File: src/rtl/carr_pkg.sv
// Shared types and constants for the carriage brush sequencer.
// Skip FSM states, default channel count, bad-code value, width helper.
package carr_pkg;

   typedef enum logic [1:0] {
      IDLE = 2'd0,
      SKIP = 2'd1,
      STOP = 2'd2
   } carr_state_t;

   localparam int CARR_NCH_DEFAULT = 12;

   // All-ones code; callers take the low OW bits.
   localparam logic [15:0] CARR_CODE_BAD = 16'hFFFF;

   // Encode width: enough bits to hold 0..n.
   function automatic int carr_ow(input int n);
      return $clog2(n + 1);
   endfunction

endpackage

File: src/rtl/carr_brush_enc.sv
// Combinational brush encoder: right-most (highest-numbered) channel wins.
// Ports: brush {ch1..chNCH} in; chan (0 = no hole) and multi (>=2 bits) out.
module carr_brush_enc
   import carr_pkg::*;
#(
   parameter int NCH = CARR_NCH_DEFAULT,
   parameter int OW  = carr_ow(NCH)
) (
   input  logic [NCH-1:0] brush,
   output logic [OW-1:0]  chan,
   output logic           multi
);

   // Channel k sits at bit NCH-k; the lowest set bit is the highest
   // channel, so scanning downward lets it overwrite earlier hits.
   always_comb begin
      chan = '0;
      for (int i = NCH - 1; i >= 0; i--) begin
         if (brush[i]) chan = OW'(NCH - i);
      end
   end

   // Clearing the lowest set bit leaves something only if >= 2 were set.
   assign multi = |(brush & (brush - NCH'(1)));

endmodule

File: src/rtl/carr_brush_seq.sv
// Carriage brush sampler/debouncer, encoder, valid/ack port, skip sequencer.
// Ports: i_clk, i_reset (async high), i_brush, i_strobe, i_ack, i_skip,
//   i_target, i_abort; o_chan, o_valid, o_overrun, o_slow, o_stop,
//   o_busy, o_multi. Macro CARR_MULTI_ERR_EN flags multi-hole patterns.
module carr_brush_seq
   import carr_pkg::*;
#(
   parameter int NCH = CARR_NCH_DEFAULT,
   parameter int OW  = carr_ow(NCH),
   parameter int DEB = 2
) (
   input  logic           i_clk,
   input  logic           i_reset,
   input  logic [NCH-1:0] i_brush,
   input  logic           i_strobe,
   input  logic           i_ack,
   input  logic           i_skip,
   input  logic [OW-1:0]  i_target,
   input  logic           i_abort,
   output logic [OW-1:0]  o_chan,
   output logic           o_valid,
   output logic           o_overrun,
   output logic           o_slow,
   output logic           o_stop,
   output logic           o_busy,
   output logic           o_multi
);

   localparam logic [3:0]    DEB_C  = 4'(DEB);
   localparam logic [3:0]    DEB_M1 = 4'(DEB - 1);
   localparam logic [OW-1:0] NCH_C  = OW'(NCH);
   localparam logic [OW-1:0] ONE_C  = OW'(1);

   logic [NCH-1:0] snap_q;
   logic [3:0]     cnt_q;
   logic           same;
   logic           accept;

   logic [OW-1:0]  enc_chan;
   logic           enc_multi;
   logic [OW-1:0]  code;
   logic           bad;

   logic [OW-1:0]  chan_q;
   logic           valid_q;
   logic           over_q;

   carr_state_t    state_q, state_nxt;
   logic [OW-1:0]  tgt_q, tgt_nxt;
   logic           slow_q, slow_nxt;
   logic [OW-1:0]  tgt_m1;
   logic           tgt_ok;

   // Debounce: accept only on the strobe where the run length first
   // reaches DEB; saturation blocks a second accept of the same run.
   assign same   = (i_brush == snap_q);
   assign accept = i_strobe &&
                   (same ? (cnt_q == DEB_M1) : (DEB_C == 4'd1));

   always_ff @(posedge i_clk or posedge i_reset) begin
      if (i_reset) begin
         snap_q <= '0;
         cnt_q  <= '0;
      end else if (i_strobe) begin
         if (!same) begin
            snap_q <= i_brush;
            cnt_q  <= 4'd1;
         end else if (cnt_q < DEB_C) begin
            cnt_q  <= cnt_q + 4'd1;
         end
      end
   end

   carr_brush_enc #(
      .NCH (NCH),
      .OW  (OW)
   ) u_enc (
      .brush (i_brush),
      .chan  (enc_chan),
      .multi (enc_multi)
   );

`ifdef CARR_MULTI_ERR_EN
   logic mult_q;

   assign bad  = enc_multi;
   assign code = bad ? CARR_CODE_BAD[OW-1:0] : enc_chan;

   always_ff @(posedge i_clk or posedge i_reset) begin
      if (i_reset)     mult_q <= 1'b0;
      else if (accept) mult_q <= enc_multi;
   end

   assign o_multi = o_valid & mult_q;
`else
   logic multi_unused;

   assign multi_unused = enc_multi;
   assign bad          = 1'b0;
   assign code         = enc_chan;
   assign o_multi      = 1'b0;
`endif

   // Output port: a same-cycle ack never drops a freshly loaded code.
   always_ff @(posedge i_clk or posedge i_reset) begin
      if (i_reset) begin
         chan_q  <= '0;
         valid_q <= 1'b0;
         over_q  <= 1'b0;
      end else begin
         if (accept) begin
            chan_q  <= code;
            valid_q <= 1'b1;
            if (valid_q && !i_ack) over_q <= 1'b1;
         end else if (i_ack) begin
            valid_q <= 1'b0;
         end
      end
   end

   assign o_chan    = chan_q;
   assign o_valid   = valid_q;
   assign o_overrun = over_q;

   // Skip sequencer.
   assign tgt_ok = (i_target != '0) && (i_target <= NCH_C);
   assign tgt_m1 = tgt_q - ONE_C;

   always_ff @(posedge i_clk or posedge i_reset) begin
      if (i_reset) begin
         state_q <= IDLE;
         tgt_q   <= '0;
         slow_q  <= 1'b0;
      end else begin
         state_q <= state_nxt;
         tgt_q   <= tgt_nxt;
         slow_q  <= slow_nxt;
      end
   end

   always_comb begin
      state_nxt = state_q;
      tgt_nxt   = tgt_q;
      slow_nxt  = slow_q;
      unique case (state_q)
         IDLE: begin
            slow_nxt = 1'b0;
            if (i_skip && tgt_ok) begin
               state_nxt = SKIP;
               tgt_nxt   = i_target;
            end
         end
         SKIP: begin
            if (i_abort) begin
               state_nxt = IDLE;
               slow_nxt  = 1'b0;
            end else if (i_skip) begin
               // Restart hides any same-cycle accept from the new target.
               if (tgt_ok) begin
                  tgt_nxt  = i_target;
                  slow_nxt = 1'b0;
               end
            end else if (accept && !bad) begin
               if (code == tgt_q) begin
                  state_nxt = STOP;
                  slow_nxt  = 1'b0;
               end else if (tgt_q > ONE_C && code == tgt_m1) begin
                  slow_nxt  = 1'b1;
               end
            end
         end
         STOP: begin
            state_nxt = IDLE;
            slow_nxt  = 1'b0;
         end
         default: begin
            state_nxt = IDLE;
            slow_nxt  = 1'b0;
         end
      endcase
   end

   assign o_slow = slow_q;
   assign o_stop = (state_q == STOP);
   assign o_busy = (state_q == SKIP);

endmodule

File: config.mk
export PLATFORM = sky130hd
export DESIGN_NAME = carr_brush_seq
export DESIGN_NICKNAME = d
export VERILOG_FILES = /design/src/rtl/carr_pkg.sv /design/src/rtl/carr_brush_enc.sv /design/src/rtl/carr_brush_seq.sv
export SDC_FILE = /design/constraint.sdc
export NUM_CORES = 1
export LEC_CHECK = 0
export CORE_MARGIN = 8
export CORE_UTILIZATION = 54
export CTS_BUF_LIST = sky130_fd_sc_hd__clkbuf_4
export DETAILED_ROUTE_END_ITERATION = 8
export GPL_ROUTABILITY_DRIVEN = 0
export GPL_TIMING_DRIVEN = 0
export PLACE_DENSITY = 0.89
export SYNTH_ARGS = -nofsm -noshare
export SYNTH_HDL_FRONTEND = slang
export SYNTH_SLANG_ARGS = --single-unit
export TNS_END_PERCENT = 10
File: constraint.sdc
create_clock -name i_clk -period 2.3 [get_ports i_clk]
set_clock_uncertainty 0.05 [all_clocks]
set_input_delay 0.575 -clock i_clk [delete_from_list [all_inputs] [get_ports i_clk]]
set_output_delay 0.575 -clock i_clk [all_outputs]
set_load 0.005 [all_outputs]
==> metrics.md <==
| Metric | Value |
|---|---|
| RR Startpoint | `tgt_q[1]` |
| Worst Setup SP | `i_brush[0]` |
| Critical Path Fanout Max | `10` |
| Netlist cell types | `42` |
| Number of global-route vias before repair | `around 1500` |
| Area of the mapped netlist | `approximately 0.0017 mm2` |
| Post-route ant nets | `0` |
| CP Launch Type | `primary input` |
| Vias per cell | `5.680` |
| Arrival time at the worst endpoint | `around 2500 ps` |
| Syn avg cell area | `10.53 um2` |
| Layout area overhead | `27.31%` |
| Worst path required time | `around 2500 ps` |
| Status | `finished, final reports clean` |
| Fraction of layout cells with a size suffix above 1 | `0.2150` |
| Sequential-to-total area share from yosys stat | `0.4280` |
| Root buffer selected by CTS | `clkbuf_4` |
| Gr usage total | `0.1594` |
| Prevailing post-synth register cell | `dfrtp_1` |
| Net Count, Synth | `between 150 and 200` |
| Slew HR | `0.2631` |
| Remaining Overflow, GRT | `0` |
| CTS tree | `built` |
| Max Clk Rate | `roughly 0.44 GHz` |
| Non-Filler Cell Area, Final | `roughly 0.0022 mm2` |
| Initial drt markers | `92` |
| Global-route wire length before repair | `6.630 mm` |
| Clk sinks | `29` |
| DIE WIDTH | `72.03 um` |
| Clk pin slew, worst setup/hold paths | `90 ps` |
| Gate Count Post-Synth | `roughly 160` |
| Setup_tns | `0 ps` |
| DP Wirelength | `roughly 3.0 mm` |
| Pwr dens | `just over 600 mW/mm2` |
| Final Hold Fails | `0` |
| Number of port buffers | `30` |
| Post-route minimum period | `2298 ps` |
| Core Area | `0.003028 mm2` |
| Detailed Routing Iterations Pass 1 | `5` |
| Yosys warnings | `0` |
| Nets | `226` |
| # diodes | `0` |
| Residual DRC count | `0` |
| DP Area | `between 0.002 and 0.0025 mm2` |
| Largest net degree at the start of global routing | `30` |
| Slew Limit Fails | `0` |
| Clk_lat worst skew | `roughly 320 ps` |
| # rows | `20` |
| Kind of critical path | `in2reg` |
| Maxcap violations | `0` |
| #FFs+latches synth | `29` |
| Cts hold-fix bufs | `0` |
| Die area | `approximately 0.0052 mm2` |
| Layout Utilization | `0.7128` |
| Ys async rst share | `1.000` |
| Min-delay src | `o_overrun` |
| Initial antenna violation count | `0` |
| H-tree levels | `2` |
| Maximum clock path buffer count | `2` |
| Crit. End Element | `flip-flop` |
| IO Count | `32` |
| Final period utilization | `0.9991` |
| Post-synth EDFFs | `0` |
| Final Routed Wirelength | `4.032 mm` |
| Peak supply drop | `between 200 and 300 uV` |
| DIE HEIGHT | `72.03 um` |
| Total CTS buffers | `5` |
| Worst slew pin tran | `1104 ps` |
| Leakage | `0.9234 nW` |
| Routed len/inst | `16.52 um` |
| Setup violators final | `0` |
| Vias | `1386` |
| Starting density of the core | `0.5599` |
| Class of the worst hold path | `reg2reg` |
logic make-up after synthesis:
group	count (synthesis)	synth area share
DFF	29	0.4280
other	1	0.002212
xor gates and xnor gates	16	0.08266
and+or+nand+nor	54	0.1793
adders and majority gates	4	0.02952
AOI/OAI and AO/OA	29	0.1343
buffers and inverters	10	0.02435
muxes	18	0.1196
critical path, stage by stage:
cell and delay [ps]:
clkdlybuf4s50_1 440, clkbuf_2 210, a21o_1 220, or3_4 350, a2111oi_4 350, nand3_1 150
a2bb2oi_1 190
Yosys cell counts, types with 4 or more instances:
master | number | area (um2)
nor2b_1 | 4 | 25.02
nor3_1 | 9 | 45.04
dfrtp_1 | 29 | 725.7
ha_1 | 4 | 50.05
xor2_1 | 13 | 113.9
nor2_1 | 8 | 30.03
nor4_1 | 4 | 25.02
o21ai_0 | 7 | 35.03
nand3_1 | 4 | 20.02
mux2_2 | 18 | 202.7
inv_1 | 6 | 22.52
nand2_1 | 7 | 26.28
report_power, final:
group	switching (mW)	total (mW)	internal (mW)
Clock	0.168	0.290	0.122
Sequential	0.0473	0.608	0.561
Combinational	0.217	0.429	0.213
repair_timing:
item / 4_1_cts / 5_1_grt
pin swaps: 1 / 2
gates resized for setup: 16 / 5
cloned: 0 / 0
endpoints found under the setup margin: 6 / 3
setup buffers: 2 / 0
metal layers:
metal | vias to the layer above | share of wire | GRT usage
met5 | - | 0 | 0
met4 | 0 | 0.017 | 0.06349
met3 | 8 | 0.040 | 0.03994
met2 | 46 | 0.54 | 0.2794
met1 | 676 | 0.40 | 0.1802
li1 | 656 | - | -
placed cells by master, fill, tap and decap left out, drive strengths merged, types with 2 or more instances in the layout:
cell	Yosys	layout
a211o	2	2
a21o	2	2
a21oi	2	2
a31oi	3	3
and2	2	2
and3	2	2
buf	1	3
clkbuf	3	9
clkdlybuf4s50	0	20
dfrtp	29	29
dlygate4sd2	0	10
ha	4	4
inv	6	6
mux2	18	18
nand2	7	7
nand2b	3	3
nand3	4	4
nor2	8	8
nor2b	4	4
nor3	9	9
nor4	4	4
o21a	3	3
o21ai	7	7
o21bai	2	2
or2	2	2
or3	2	2
or4	3	3
xnor2	3	3
xor2	13	13
worst paths after layout:
path | endpoint | slack (ps) | cells past startpoint
max reg2reg | o_slow | 230 | 6
max | o_slow | 2 | 7
min reg2reg | o_overrun | 440 | 1
min | o_overrun | 440 | 1
max in group asynchronous | snap_q[9] | 750 | 2
min in group asynchronous | o_slow | 790 | 2
registers in the layout, summed over array words and instances (netlist names):
register,count
snap_q,12
cnt_q,4
o_chan,4
tgt_q,4
state_q,2
o_overrun,1
o_slow,1
o_valid,1
per-stage QoR:
stage / worst slack (ps) / hold WS (ps) / total power, mW / std cells
detailed placement: -602.4 / 420.1 / 1.010 / 235
floorplan: 193.7 / 417.8 / 0.8773 / 161
finish: 1.997 / 437.0 / 1.327 / 244
global placement: -517.0 / 409.9 / 0.9800 / 235
global route: -36.33 / 473.8 / 1.392 / 244
CTS: 12.30 / 441.0 / 1.312 / 244
cell type report:
| cell class | instances | area, um2 |
|---|---|---|
| Tap cell | 44 | 55.05 |
| Timing Repair Buffer | 32 | 302.8 |
| Fill cell | 217 | 869.6 |
| Multi-Input combinational cell | 122 | 983.4 |
| Clock inverter | 1 | 3.754 |
| Inverter | 6 | 22.52 |
| Buffer | 4 | 20.02 |
| Clock buffer | 6 | 45.04 |
| Sequential cell | 29 | 725.7 |
No activity file was read; power rests on OpenSTA's default activity.
